## src/rtl/debounce_pkg.sv

```systemverilog
// Shared types and defaults for the push-button level debouncer and its helpers.
package debounce_pkg;

    typedef enum logic [1:0] {
        LOW_STABLE  = 2'd0,
        WAIT_HIGH   = 2'd1,
        HIGH_STABLE = 2'd2,
        WAIT_LOW    = 2'd3
    } db_state_t;

    localparam int DB_STABLE_CYCLES = 64;
    localparam int DB_CNT_WIDTH     = 7;
    localparam int DB_PRESS_WIDTH   = 8;

endpackage

```

## src/rtl/level_debouncer_if.sv

```systemverilog
// Button-side bundle: raw level in, conditioned level, edge pulses and press count out.
interface level_debouncer_if;
    import debounce_pkg::*;

    logic                      noisy_level;
    logic                      clean_level;
    logic                      rise_pulse;
    logic                      fall_pulse;
    logic [DB_PRESS_WIDTH-1:0] press_count;

    modport master (
        output noisy_level,
        input  clean_level,
        input  rise_pulse,
        input  fall_pulse,
        input  press_count
    );

    modport slave (
        input  noisy_level,
        output clean_level,
        output rise_pulse,
        output fall_pulse,
        output press_count
    );

endinterface

```

## src/rtl/sync_2ff.sv

```systemverilog
// 1-bit two-flop synchroniser for asynchronous pad inputs; clears to 0 on reset.
module sync_2ff (
    input  logic clk,
    input  logic rst,
    input  logic d,
    output logic q
);

    logic sync1_r;
    logic sync2_r;

    // Two-stage capture of the asynchronous input.
    always_ff @(posedge clk) begin
        if (rst) begin
            sync1_r <= 1'b0;
            sync2_r <= 1'b0;
        end else begin
            sync1_r <= d;
            sync2_r <= sync1_r;
        end
    end

    assign q = sync2_r;

endmodule

```

## src/rtl/level_debouncer.sv

```systemverilog
// Debounces a raw button level: synchronise, require STABLE_CYCLES of a new level,
// then emit a clean level, one-cycle rise/fall pulses and a wrapping press count.
module level_debouncer
    import debounce_pkg::*;
#(
    parameter int STABLE_CYCLES = DB_STABLE_CYCLES,
    parameter int CNT_WIDTH     = DB_CNT_WIDTH
) (
    input logic               clk,
    input logic               rst,
    level_debouncer_if.slave  bus
);

    localparam logic [CNT_WIDTH-1:0] STABLE_LIM = CNT_WIDTH'(STABLE_CYCLES);

    logic                      sync2_s;
    db_state_t                 state_r;
    db_state_t                 state_nx_s;
    logic [CNT_WIDTH-1:0]      cnt_r;
    logic [CNT_WIDTH-1:0]      cnt_nx_s;
    logic [CNT_WIDTH-1:0]      cnt_inc_s;
    logic                      clean_r;
    logic                      clean_nx_s;
    logic                      rise_r;
    logic                      rise_nx_s;
    logic                      fall_r;
    logic                      fall_nx_s;
    logic [DB_PRESS_WIDTH-1:0] press_r;
    logic [DB_PRESS_WIDTH-1:0] press_nx_s;

    sync_2ff u_sync (
        .clk (clk),
        .rst (rst),
        .d   (bus.noisy_level),
        .q   (sync2_s)
    );

    assign cnt_inc_s = cnt_r + CNT_WIDTH'(1);

    // Filter next-state: any cycle agreeing with the clean level drops all accumulated credit.
    always_comb begin
        state_nx_s = state_r;
        cnt_nx_s   = cnt_r;
        clean_nx_s = clean_r;
        rise_nx_s  = 1'b0;
        fall_nx_s  = 1'b0;
        press_nx_s = press_r;
        case (state_r)
            LOW_STABLE, WAIT_HIGH: begin
                if (sync2_s == 1'b0) begin
                    state_nx_s = LOW_STABLE;
                    cnt_nx_s   = {CNT_WIDTH{1'b0}};
                end else if (cnt_inc_s == STABLE_LIM) begin
                    state_nx_s = HIGH_STABLE;
                    cnt_nx_s   = {CNT_WIDTH{1'b0}};
                    clean_nx_s = 1'b1;
                    rise_nx_s  = 1'b1;
                    press_nx_s = press_r + 8'd1;
                end else begin
                    state_nx_s = WAIT_HIGH;
                    cnt_nx_s   = cnt_inc_s;
                end
            end
            HIGH_STABLE, WAIT_LOW: begin
                if (sync2_s == 1'b1) begin
                    state_nx_s = HIGH_STABLE;
                    cnt_nx_s   = {CNT_WIDTH{1'b0}};
                end else if (cnt_inc_s == STABLE_LIM) begin
                    state_nx_s = LOW_STABLE;
                    cnt_nx_s   = {CNT_WIDTH{1'b0}};
                    clean_nx_s = 1'b0;
                    fall_nx_s  = 1'b1;
                end else begin
                    state_nx_s = WAIT_LOW;
                    cnt_nx_s   = cnt_inc_s;
                end
            end
            default: begin
                state_nx_s = LOW_STABLE;
                cnt_nx_s   = {CNT_WIDTH{1'b0}};
                clean_nx_s = 1'b0;
            end
        endcase
    end

    // State, counter and all outputs registered together; reset wins over acceptance.
    always_ff @(posedge clk) begin
        if (rst) begin
            state_r <= LOW_STABLE;
            cnt_r   <= {CNT_WIDTH{1'b0}};
            clean_r <= 1'b0;
            rise_r  <= 1'b0;
            fall_r  <= 1'b0;
            press_r <= 8'd0;
        end else begin
            state_r <= state_nx_s;
            cnt_r   <= cnt_nx_s;
            clean_r <= clean_nx_s;
            rise_r  <= rise_nx_s;
            fall_r  <= fall_nx_s;
            press_r <= press_nx_s;
        end
    end

    assign bus.clean_level = clean_r;
    assign bus.rise_pulse  = rise_r;
    assign bus.fall_pulse  = fall_r;
    assign bus.press_count = press_r;

endmodule

```

## src/flat_wrapper.sv

```systemverilog
// flat-port wrapper written by rule: the top's interface ports become plain ports
module level_debouncer_flat import debounce_pkg::*;
#(
    parameter int STABLE_CYCLES = DB_STABLE_CYCLES,
    parameter int CNT_WIDTH     = DB_CNT_WIDTH
)
  (clk, rst, bus_noisy_level, bus_clean_level, bus_rise_pulse, bus_fall_pulse, bus_press_count);
  level_debouncer_if bus_i ();
  input logic clk;
  input logic rst;
  input wire logic [$bits(bus_i.noisy_level)-1:0] bus_noisy_level;
  output wire logic [$bits(bus_i.clean_level)-1:0] bus_clean_level;
  output wire logic [$bits(bus_i.rise_pulse)-1:0] bus_rise_pulse;
  output wire logic [$bits(bus_i.fall_pulse)-1:0] bus_fall_pulse;
  output wire logic [$bits(bus_i.press_count)-1:0] bus_press_count;
  assign bus_i.noisy_level = bus_noisy_level;
  assign bus_clean_level = bus_i.clean_level;
  assign bus_rise_pulse = bus_i.rise_pulse;
  assign bus_fall_pulse = bus_i.fall_pulse;
  assign bus_press_count = bus_i.press_count;
  level_debouncer #(.STABLE_CYCLES(STABLE_CYCLES), .CNT_WIDTH(CNT_WIDTH)) u_core (.clk(clk), .rst(rst), .bus(bus_i));
endmodule
```

## config.mk

```make
export PLATFORM = sky130hd
export DESIGN_NAME = level_debouncer_flat
export DESIGN_NICKNAME = d
export VERILOG_FILES = /design/src/rtl/debounce_pkg.sv /design/src/rtl/level_debouncer_if.sv /design/src/rtl/sync_2ff.sv /design/src/rtl/level_debouncer.sv /design/src/flat_wrapper.sv
export SDC_FILE = /design/constraint.sdc
export NUM_CORES = 1
export LEC_CHECK = 0
export ABC_AREA = 1
export CAP_MARGIN = 20
export CORE_MARGIN = 4
export CORE_UTILIZATION = 55
export DETAILED_ROUTE_END_ITERATION = 8
export GPL_ROUTABILITY_DRIVEN = 0
export HOLD_SLACK_MARGIN = 0.08
export PLACE_DENSITY = 0.85
export SKIP_LAST_GASP = 1
export SLEW_MARGIN = 20
export SYNTH_ARGS = -nofsm -noshare
export SYNTH_HDL_FRONTEND = slang
export SYNTH_HIERARCHICAL = 1
export SYNTH_SLANG_ARGS = --single-unit
```

## constraint.sdc

```tcl
create_clock -name clk -period 4.58 [get_ports clk]
set_input_delay 0.916 -clock clk [delete_from_list [all_inputs] [get_ports clk]]
set_output_delay 0.916 -clock clk [all_outputs]
set_load 0.02 [all_outputs]
```

==> results by stage, run 1 <==
Routing:
- In this run the remaining antenna-violating nets after routing total 0.
- The number of remaining DRC errors is 0.
- The number of DRC violations after detailed-routing iteration 0 is 22.
- The wire length per cell is 10.9 um.
- Summed over all layers, the routed wires come to around 1.8 mm.
- The via density per instance is roughly 5.2.
- The number of iterations in the first detailed-routing pass is 4.
- The total via count in the routed design is about 840.

Yosys:
- Counting every instance in the synthesized netlist gives 130.
- The post-synthesis net count is about 140.
- In this run, distinct cell masters in the synthesized netlist total 22.
- The count of state elements after synthesis is 21.
- The part of the Yosys area used for sequential elements is 0.439.
- The number of warnings reported in the yosys synthesis log is 6.
- Summing every instance area after synthesis gives ~960 um2.
- The synthesized design contains 0 enable-type register cells.
- The share of synthesized area in the top cell type comes to 0.439.
- After synthesis, the most frequently instantiated cells are 28 x sky130_fd_sc_hd__nand2_1, 21 x sky130_fd_sc_hd__dfxtp_1, 19 x sky130_fd_sc_hd__nor2_1.
- The synthesized area per cell is 7.37 um2.
- After synthesis, the cell types taking the most area are sky130_fd_sc_hd__dfxtp_1 44%, sky130_fd_sc_hd__nand2_1 11%, sky130_fd_sc_hd__nor2_1 7.4%.
- The most common flop cell mapped by yosys is sky130_fd_sc_hd__dfxtp_1.
- The most common cell in the synthesized netlist is sky130_fd_sc_hd__nand2_1.
- The largest total area in the synthesized netlist belongs to sky130_fd_sc_hd__dfxtp_1.
- The proportion of synthesized flip-flops having asynchronous set or reset is 0.

Worst setup path:
- The data arrival time of the critical path is around 1.4 ns.
- STA classifies the critical path startpoint as a flip-flop.
- The worst register-to-register path begins at u_core/cnt_r[0].
- STA classifies the critical path endpoint as a primary output.
- On the critical path the largest part of the delay comes from buffers and inverters.
- Of all nets on the critical path, the largest fanout is 5.
- The start-to-end type of the worst setup path is flip-flop to primary output.
- The number of buffers and inverters on the critical path is 1.
- The critical path goes through clkdlybuf4s50_1.
- The register-to-register setup slack is 2.66 ns.
- The largest incremental delay on the critical path is between 0.6 and 0.7 ns.
- The slowest cell on the critical path is sky130_fd_sc_hd__clkdlybuf4s50_1.
- The cell count of the worst reg-to-reg path is 9.
- The worst register-to-register path ends at u_core/bus.press_count[7].
- Data on the critical path is required at its endpoint by about 3.7 ns.

GRT:
- The total overflow reported by the global router is 0.
- The number of antenna violations at the first check in global routing is 0.
- The wire length of the first global-routing pass is around 3.2 mm.
- The met1 layer usage reported by global route is 0.189.
- The global-route track usage on met3 is 0.0452.
- The largest net degree at the start of global routing is 17.
- The met2 demand-to-capacity share in global routing is 0.286.
- Across every metal layer, demand over resource in global routing totals 0.162.
- The most heavily used metal layer in global routing is met2.
- The number of global-route vias before repair is ~750.

STA:
- The worst max-slew margin expressed relative to the limit is 0.683.
- The final number of hold-violating endpoints is 0.
- At the pin with the least slew margin, the transition time is roughly 0.47 ns.
- The post-route clock period utilization is 0.496.
- The sum of negative setup slack is 0 ns.
- Setup repair after global routing left no endpoint under its margin.
- The clock period minus final worst setup slack is between 2 and 2.5 ns.
- The largest clock skew in the final design is approximately 0.0047 ns.
- The highest clock rate is 441 MHz.
- The count of pins over their slew limit is 0.
- The total setup violations reported at the end of the flow is 0.

Run:
- Max-cap violations in this run came to 0.

Hold path:
- The critical hold path startpoint is u_core/u_sync/sync1_r.
- The number of cells on the worst hold path is 2.
- The type of the worst min-delay path is flip-flop to flip-flop.
- For hold timing, the worst endpoint is u_core/u_sync/q.

Cells and area:
- For this run, the post-layout net count is between 150 and 200.
- The repair_antennas step left the layout with diodes totalling 0.
- The share of final-layout standard cells stronger than drive strength 1 is 0.0483.
- With fillers left out, the area of the finished cells amounts to 0.00112 mm2.
- From synthesis to final layout, the design area changed by 16.7%.

Floorplanning:
- The area of the placeable core is ~0.0016 mm2.
- The floorplan has 14 rows.
- The top-level I/O count is 14.
- The floorplan step set the die width to 49.7 um.
- The floorplan step set the die height to ~50 um.
- The starting density of the core is 0.608.
- The floorplan step defined a die boundary enclosing 0.00247 mm2.

Pwr:
- The total chip power is around 280 uW.
- The cell area power density is between 200 and 250 mW/mm2.
- The worst-case IR drop observed on VDD is ~0.00025 V.
- Summed over all cells, the static leakage comes to ~0.43 nW.

Clocking:
- The clock tree from TritonCTS is done.
- The number of resized instances in the post-cts repair step is 0.
- The number of H-tree branching levels is 1.
- The TritonCTS buffer count is 3.
- The clock slew seen by the registers of the worst setup and hold paths is about 0.11 ns.
- The clock tree buffer depth is 2.
- The clock latency on the worst-skew pair is approximately 0.29 ns.
- For this design, the CTS-stage hold fixing added 0 buffers.
- The clock root buffer is sky130_fd_sc_hd__clkbuf_4.
- The TritonCTS sink count is 21.
- Once the clock tree was built, the setup fixing pass inserted 0 buffers.

Status:
- The run finished with clean final reports.

Placement:
- The count of input and output buffers is 13.
- After detailed placement, the total cell area comes to 0.00109 mm2.
- The placed wire-length estimate after detailed placement is about 1.4 mm.
per-layer routing:
metal,part of all wire,routed length [um]
met5,0,0
met4,0.011,19
met3,0.038,67
met2,0.48,844
met1,0.47,828
layout make-up:
cell class / count / area, um2
Multi-Input combinational cell: 90 / 458
Fill cell: 137 / 458
Sequential cell: 21 / 420
Timing Repair Buffer: 13 / 130
Inverter: 17 / 63.8
Clock buffer: 4 / 26.3
Tap cell: 16 / 20.0
per-stage QoR:
step / hold WS, ns / util / setup WS (ns) / instances
finish: 0.415 / 0.710 / 2.31 / 161
global route: 0.442 / 0.710 / 2.24 / 161
CTS: 0.419 / 0.710 / 2.29 / 161
detailed placement: 0.401 / 0.693 / 2.31 / 157
global placement: 0.397 / 0.693 / 2.37 / 157
floorplan: 0.388 / - / 3.00 / 130
state kept, by name, summed over array words and instances (netlist names):
register,cells
u_core/bus.press_count,8
u_core/bus.rise_pulse,1
u_core/u_sync/sync1_r,1
u_core/bus.clean_level,1
u_core/state_r,1
u_core/cnt_r,7
u_core/bus.fall_pulse,1
u_core/u_sync/q,1
cell families after synthesis:
group,share of synthesized area
AO/OA/AOI/OAI,0.0809
adder cells (fa/ha/maj),0.0392
buffers and inverters,0.0835
AND/OR/NAND/NOR,0.330
flip-flops,0.439
XOR/XNOR,0.0274
worst max path at each step:
stage,startpoint,end,cells past startpoint,slack [ns]
2_1_floorplan,u_core/cnt_r[0],u_core/bus.press_count[2],10,3.00
3_3_place_gp,rst,u_core/cnt_r[0],6,2.37
3_5_place_dp,rst,u_core/cnt_r[0],6,2.31
4_1_cts,u_core/bus.press_count[6],bus_press_count[6],1,2.29
5_1_grt,u_core/bus.press_count[6],bus_press_count[6],1,2.24
6_report,u_core/bus.press_count[0],bus_press_count[0],1,2.31
report_power, final:
group / total (mW) / switching, mW / internal (mW)
registers: 0.185 / 0.00111 / 0.184
logic: 0.00706 / 0.00439 / 0.00267
clock network: 0.0838 / 0.0501 / 0.0338
layout by cell type (no fill, tap or decap):
cell type / n
sky130_fd_sc_hd__nand3b_1: 1
sky130_fd_sc_hd__nor3_1: 3
sky130_fd_sc_hd__ha_1: 3
sky130_fd_sc_hd__o21ai_1: 1
sky130_fd_sc_hd__dfxtp_1: 21
sky130_fd_sc_hd__nand4_1: 7
sky130_fd_sc_hd__nand2_1: 28
sky130_fd_sc_hd__nand3_2: 1
sky130_fd_sc_hd__a21oi_1: 8
sky130_fd_sc_hd__nor2_4: 1
sky130_fd_sc_hd__inv_1: 17
sky130_fd_sc_hd__nand3_1: 8
sky130_fd_sc_hd__xnor2_1: 1
sky130_fd_sc_hd__nor2_1: 19
sky130_fd_sc_hd__clkdlybuf4s50_1: 13
sky130_fd_sc_hd__a31oi_1: 2
sky130_fd_sc_hd__clkbuf_4: 3
sky130_fd_sc_hd__xor2_1: 2
sky130_fd_sc_hd__o21bai_1: 2
sky130_fd_sc_hd__nor2_2: 1
sky130_fd_sc_hd__o21ai_0: 1
sky130_fd_sc_hd__nand2_2: 1
sky130_fd_sc_hd__clkbuf_1: 1
No activity file was read; power rests on OpenSTA's default activity.
==> inputs of run 2 (changes only) <==
- CORE_UTILIZATION: 55 -> 51
- PLACE_DENSITY: 0.85 -> 0.8
- clock period: 4.58 -> 2.1 ns (I/O delays scaled with it)
==> results by stage, run 2 (synthesis gave the netlist of run 1 again) <==
Clocking:
- The clock latency on the worst-skew pair is 0.30 ns (was 0.29 ns).
- The number of H-tree branching levels was 1 (unchanged).
- The clock slew seen by the registers of the worst setup and hold paths is 0.10 ns (was 0.11 ns).
- The clock root buffer is sky130_fd_sc_hd__clkbuf_4 (unchanged).
- The number of buffers inserted for hold repair after clock tree synthesis is 0 (unchanged).
- The number of resized instances in the post-cts repair step was 0 (unchanged).
- The TritonCTS buffer count is 3 (unchanged).
- The clock tree from TritonCTS is done (unchanged).
- The TritonCTS sink count is 21 (unchanged).
- The clock tree buffer depth is 2 (unchanged).

Routing:
- The via density per instance came to 5.00 (was 5.24).
- The number of iterations in the first detailed-routing pass is 4 (unchanged).
- The number of DRC violations after detailed-routing iteration 0 is 25 (was 22).
- The total via count in the routed design came to 880 (was 843).
- The number of remaining DRC errors was 0 (unchanged).
- The number of nets still failing antenna checks after routing came to 0 (unchanged).
- The wire length per cell is 11.1 um (was 10.9 um).
- The sum of routed wire length over all layers is 1.95 mm (was 1.76 mm).

GRT:
- The most heavily used metal layer in global routing is met2 (unchanged).
- The number of global-route vias before repair is 809 (was 751).
- The total overflow reported by the global router is 0 (unchanged).
- The met2 demand-to-capacity share in global routing is 0.292 (was 0.286).
- The global router's overall resource usage is 0.169 (was 0.162).
- The largest net degree at the start of global routing is 17 (unchanged).
- The number of antenna violations at the first check in global routing came to 0 (unchanged).
- The wire length of the first global-routing pass is 3.33 mm (was 3.17 mm).
- The met1 layer usage reported by global route is 0.195 (was 0.189).
- The global-route track usage on met3 was 0.0408 (was 0.0452).

Cells and area:
- The number of nets in the layout came to 158 (was 152).
- The share of final-layout standard cells stronger than drive strength 1 is 0.0861 (was 0.0483).
- The leading cell type in the layout, fill and taps excluded is sky130_fd_sc_hd__nand2_1 (unchanged).
- The count of antenna diodes in the layout is 0 (unchanged).
- The growth of design area from synthesis to finish is 22.6% (was 16.7%).
- The non-filler instance count after layout is 176 (was 161).
- Most frequent cells in the layout: 28 x sky130_fd_sc_hd__nand2_1, 21 x sky130_fd_sc_hd__dfxtp_1, 19 x sky130_fd_sc_hd__nor2_1 (unchanged).
- The post-layout utilization of the core was 0.673 (was 0.710).
- The number of flip-flops under the largest register name was 8 (unchanged).
- The layout filler cell count is 154 (was 137).

Pwr:
- The peak supply drop is 0.000507 V (was 0.000247 V).
- The static leakage came to 0.462 nW (was 0.431 nW).
- The cell area power density is 515 mW/mm2 (was 246 mW/mm2).
- The power spent charging and discharging nets was 122 uW (was 55.6 uW).
- The power share of the combinational group is 0.031 (was 0.026).
- The part of the total power dissipated in the clock network is 0.303 (was 0.304).
- The internal cell power came to 483 uW (was 220 uW).
- The fraction of power spent switching nets came to 0.202 (about the same).
- The register share of total power is 0.666 (was 0.670).

Run:
- The max-capacitance violation count is 0 (unchanged).

Hold path:
- The type of the worst min-delay path is flip-flop to flip-flop (unchanged).

Worst setup path:
- The top fanout value on the critical path is 11 (was 5).
- The data required time at the worst endpoint was 2.29 ns (was 3.66 ns).
- The data arrival time of the critical path was 2.06 ns (was 1.35 ns).
- The start-to-end type of the worst setup path is flip-flop to flip-flop (was flip-flop to primary output).
- The type of destination of the critical path is a flip-flop (was primary output).
- The startpoint type of the worst setup path was a flip-flop (unchanged).

STA:
- The final number of hold-violating endpoints is 0 (unchanged).
- The clock period minus final worst setup slack is 1.86 ns.
- The total setup violations reported at the end of the flow was 0 (unchanged).
- The worst max-slew margin expressed relative to the limit is 0.699 (was 0.683).
- The post-route clock period utilization is 0.887.
- The sum of negative setup slack is 0 ns (unchanged).
- The count of pins over their slew limit came to 0 (unchanged).
- The largest clock skew in the final design is 0.00444 ns (was 0.00469 ns).
- The slew at the pin closest to its max-slew limit is 0.450 ns (was 0.474 ns).
- Setup repair after global routing missed its margin: no (unchanged).
- Based on the critical path, the design can be clocked at up to approximately 540 MHz.

Status:
- Run status: completed (unchanged).

Floorplanning:
- The chip height is 51.4 um (was 49.7 um).
- The floorplan row count was 15 (was 14).
- The horizontal extent of the die is 51.4 um (was 49.7 um).
- The area of the placeable core is 0.00175 mm2 (was 0.00158 mm2).
- The die area came to 0.00264 mm2 (was 0.00247 mm2).
- The starting density of the core is 0.549 (was 0.608).
- The top-level I/O count is 14 (unchanged).

Placement:
- The number of placed cells counting well taps is 168 (was 157).
- The placed wire-length estimate after detailed placement is 1.49 mm (was 1.40 mm).
- The count of input and output buffers was 13 (unchanged).
## run 2: area by class of cell
type	count	area, um2	area share
clock buffer	4	26.3	0.0224
inverter	17	63.8	0.0543
multi-input combinational	90	458	0.390
sequential	21	420	0.358
tap	25	31.3	0.0266
timing repair buffer	19	175	0.149
## run 2: worst paths after layout
path	start	endpoint	slack [ns]	cells past startpoint
max	u_core/cnt_r[0]	u_core/bus.press_count[5]	0.24	10
min reg2reg	u_core/u_sync/sync1_r	u_core/u_sync/q	0.42	2
max reg2reg	u_core/cnt_r[0]	u_core/bus.press_count[5]	0.24	10
min	u_core/u_sync/sync1_r	u_core/u_sync/q	0.42	2
## run 2: worst max-delay path, stage by stage (launching register included)
cell                      delay (ns)
sky130_fd_sc_hd__dfxtp_1        0.36
sky130_fd_sc_hd__ha_1           0.24
sky130_fd_sc_hd__xnor2_1        0.25
sky130_fd_sc_hd__nand2_1        0.08
sky130_fd_sc_hd__nor2_1         0.10
sky130_fd_sc_hd__nand2_1        0.10
sky130_fd_sc_hd__nor2_4         0.22
sky130_fd_sc_hd__buf_4          0.16
sky130_fd_sc_hd__nand2_1        0.08
sky130_fd_sc_hd__nor2_1         0.11
sky130_fd_sc_hd__a21oi_1        0.05
## run 2: power by group through the flow
stage | Sequential, mW | Combinational [mW] | Clock, mW
after CTS | 0.403 | 0.0185 | 0.191
after global routing | 0.403 | 0.0206 | 0.214
after global placement | 0.412 | 0.0183 | 0
final | 0.403 | 0.0188 | 0.183
after detailed placement | 0.412 | 0.0184 | 0
after floorplan | 0.410 | 0.00967 | 0
## run 2: timing repair
action | 4_1_cts | 5_1_grt
setup endpoints to repair | 0 | 6
endpoints found under the hold margin | 0 | 0
buffers inserted | 0 | 4
## run 2: metrics by stage
step	area, um2	worst slack (ns)	power, mW	hold slack (ns)
3_3_place_gp	1120	0.301	0.430	0.390
5_1_grt	1170	0.0302	0.638	0.428
3_5_place_dp	1120	0.157	0.430	0.404
4_1_cts	1140	0.128	0.612	0.420
2_1_floorplan	958	0.517	0.420	0.388
6_report	1170	0.238	0.605	0.418
## run 2: per-layer routing
metal	vias to the layer above	routed length [um]	share of wire
met5	-	0	0
met4	0	29	0.015
met3	4	105	0.054
met2	22	967	0.49
met1	397	853	0.44
li1	457	-	-
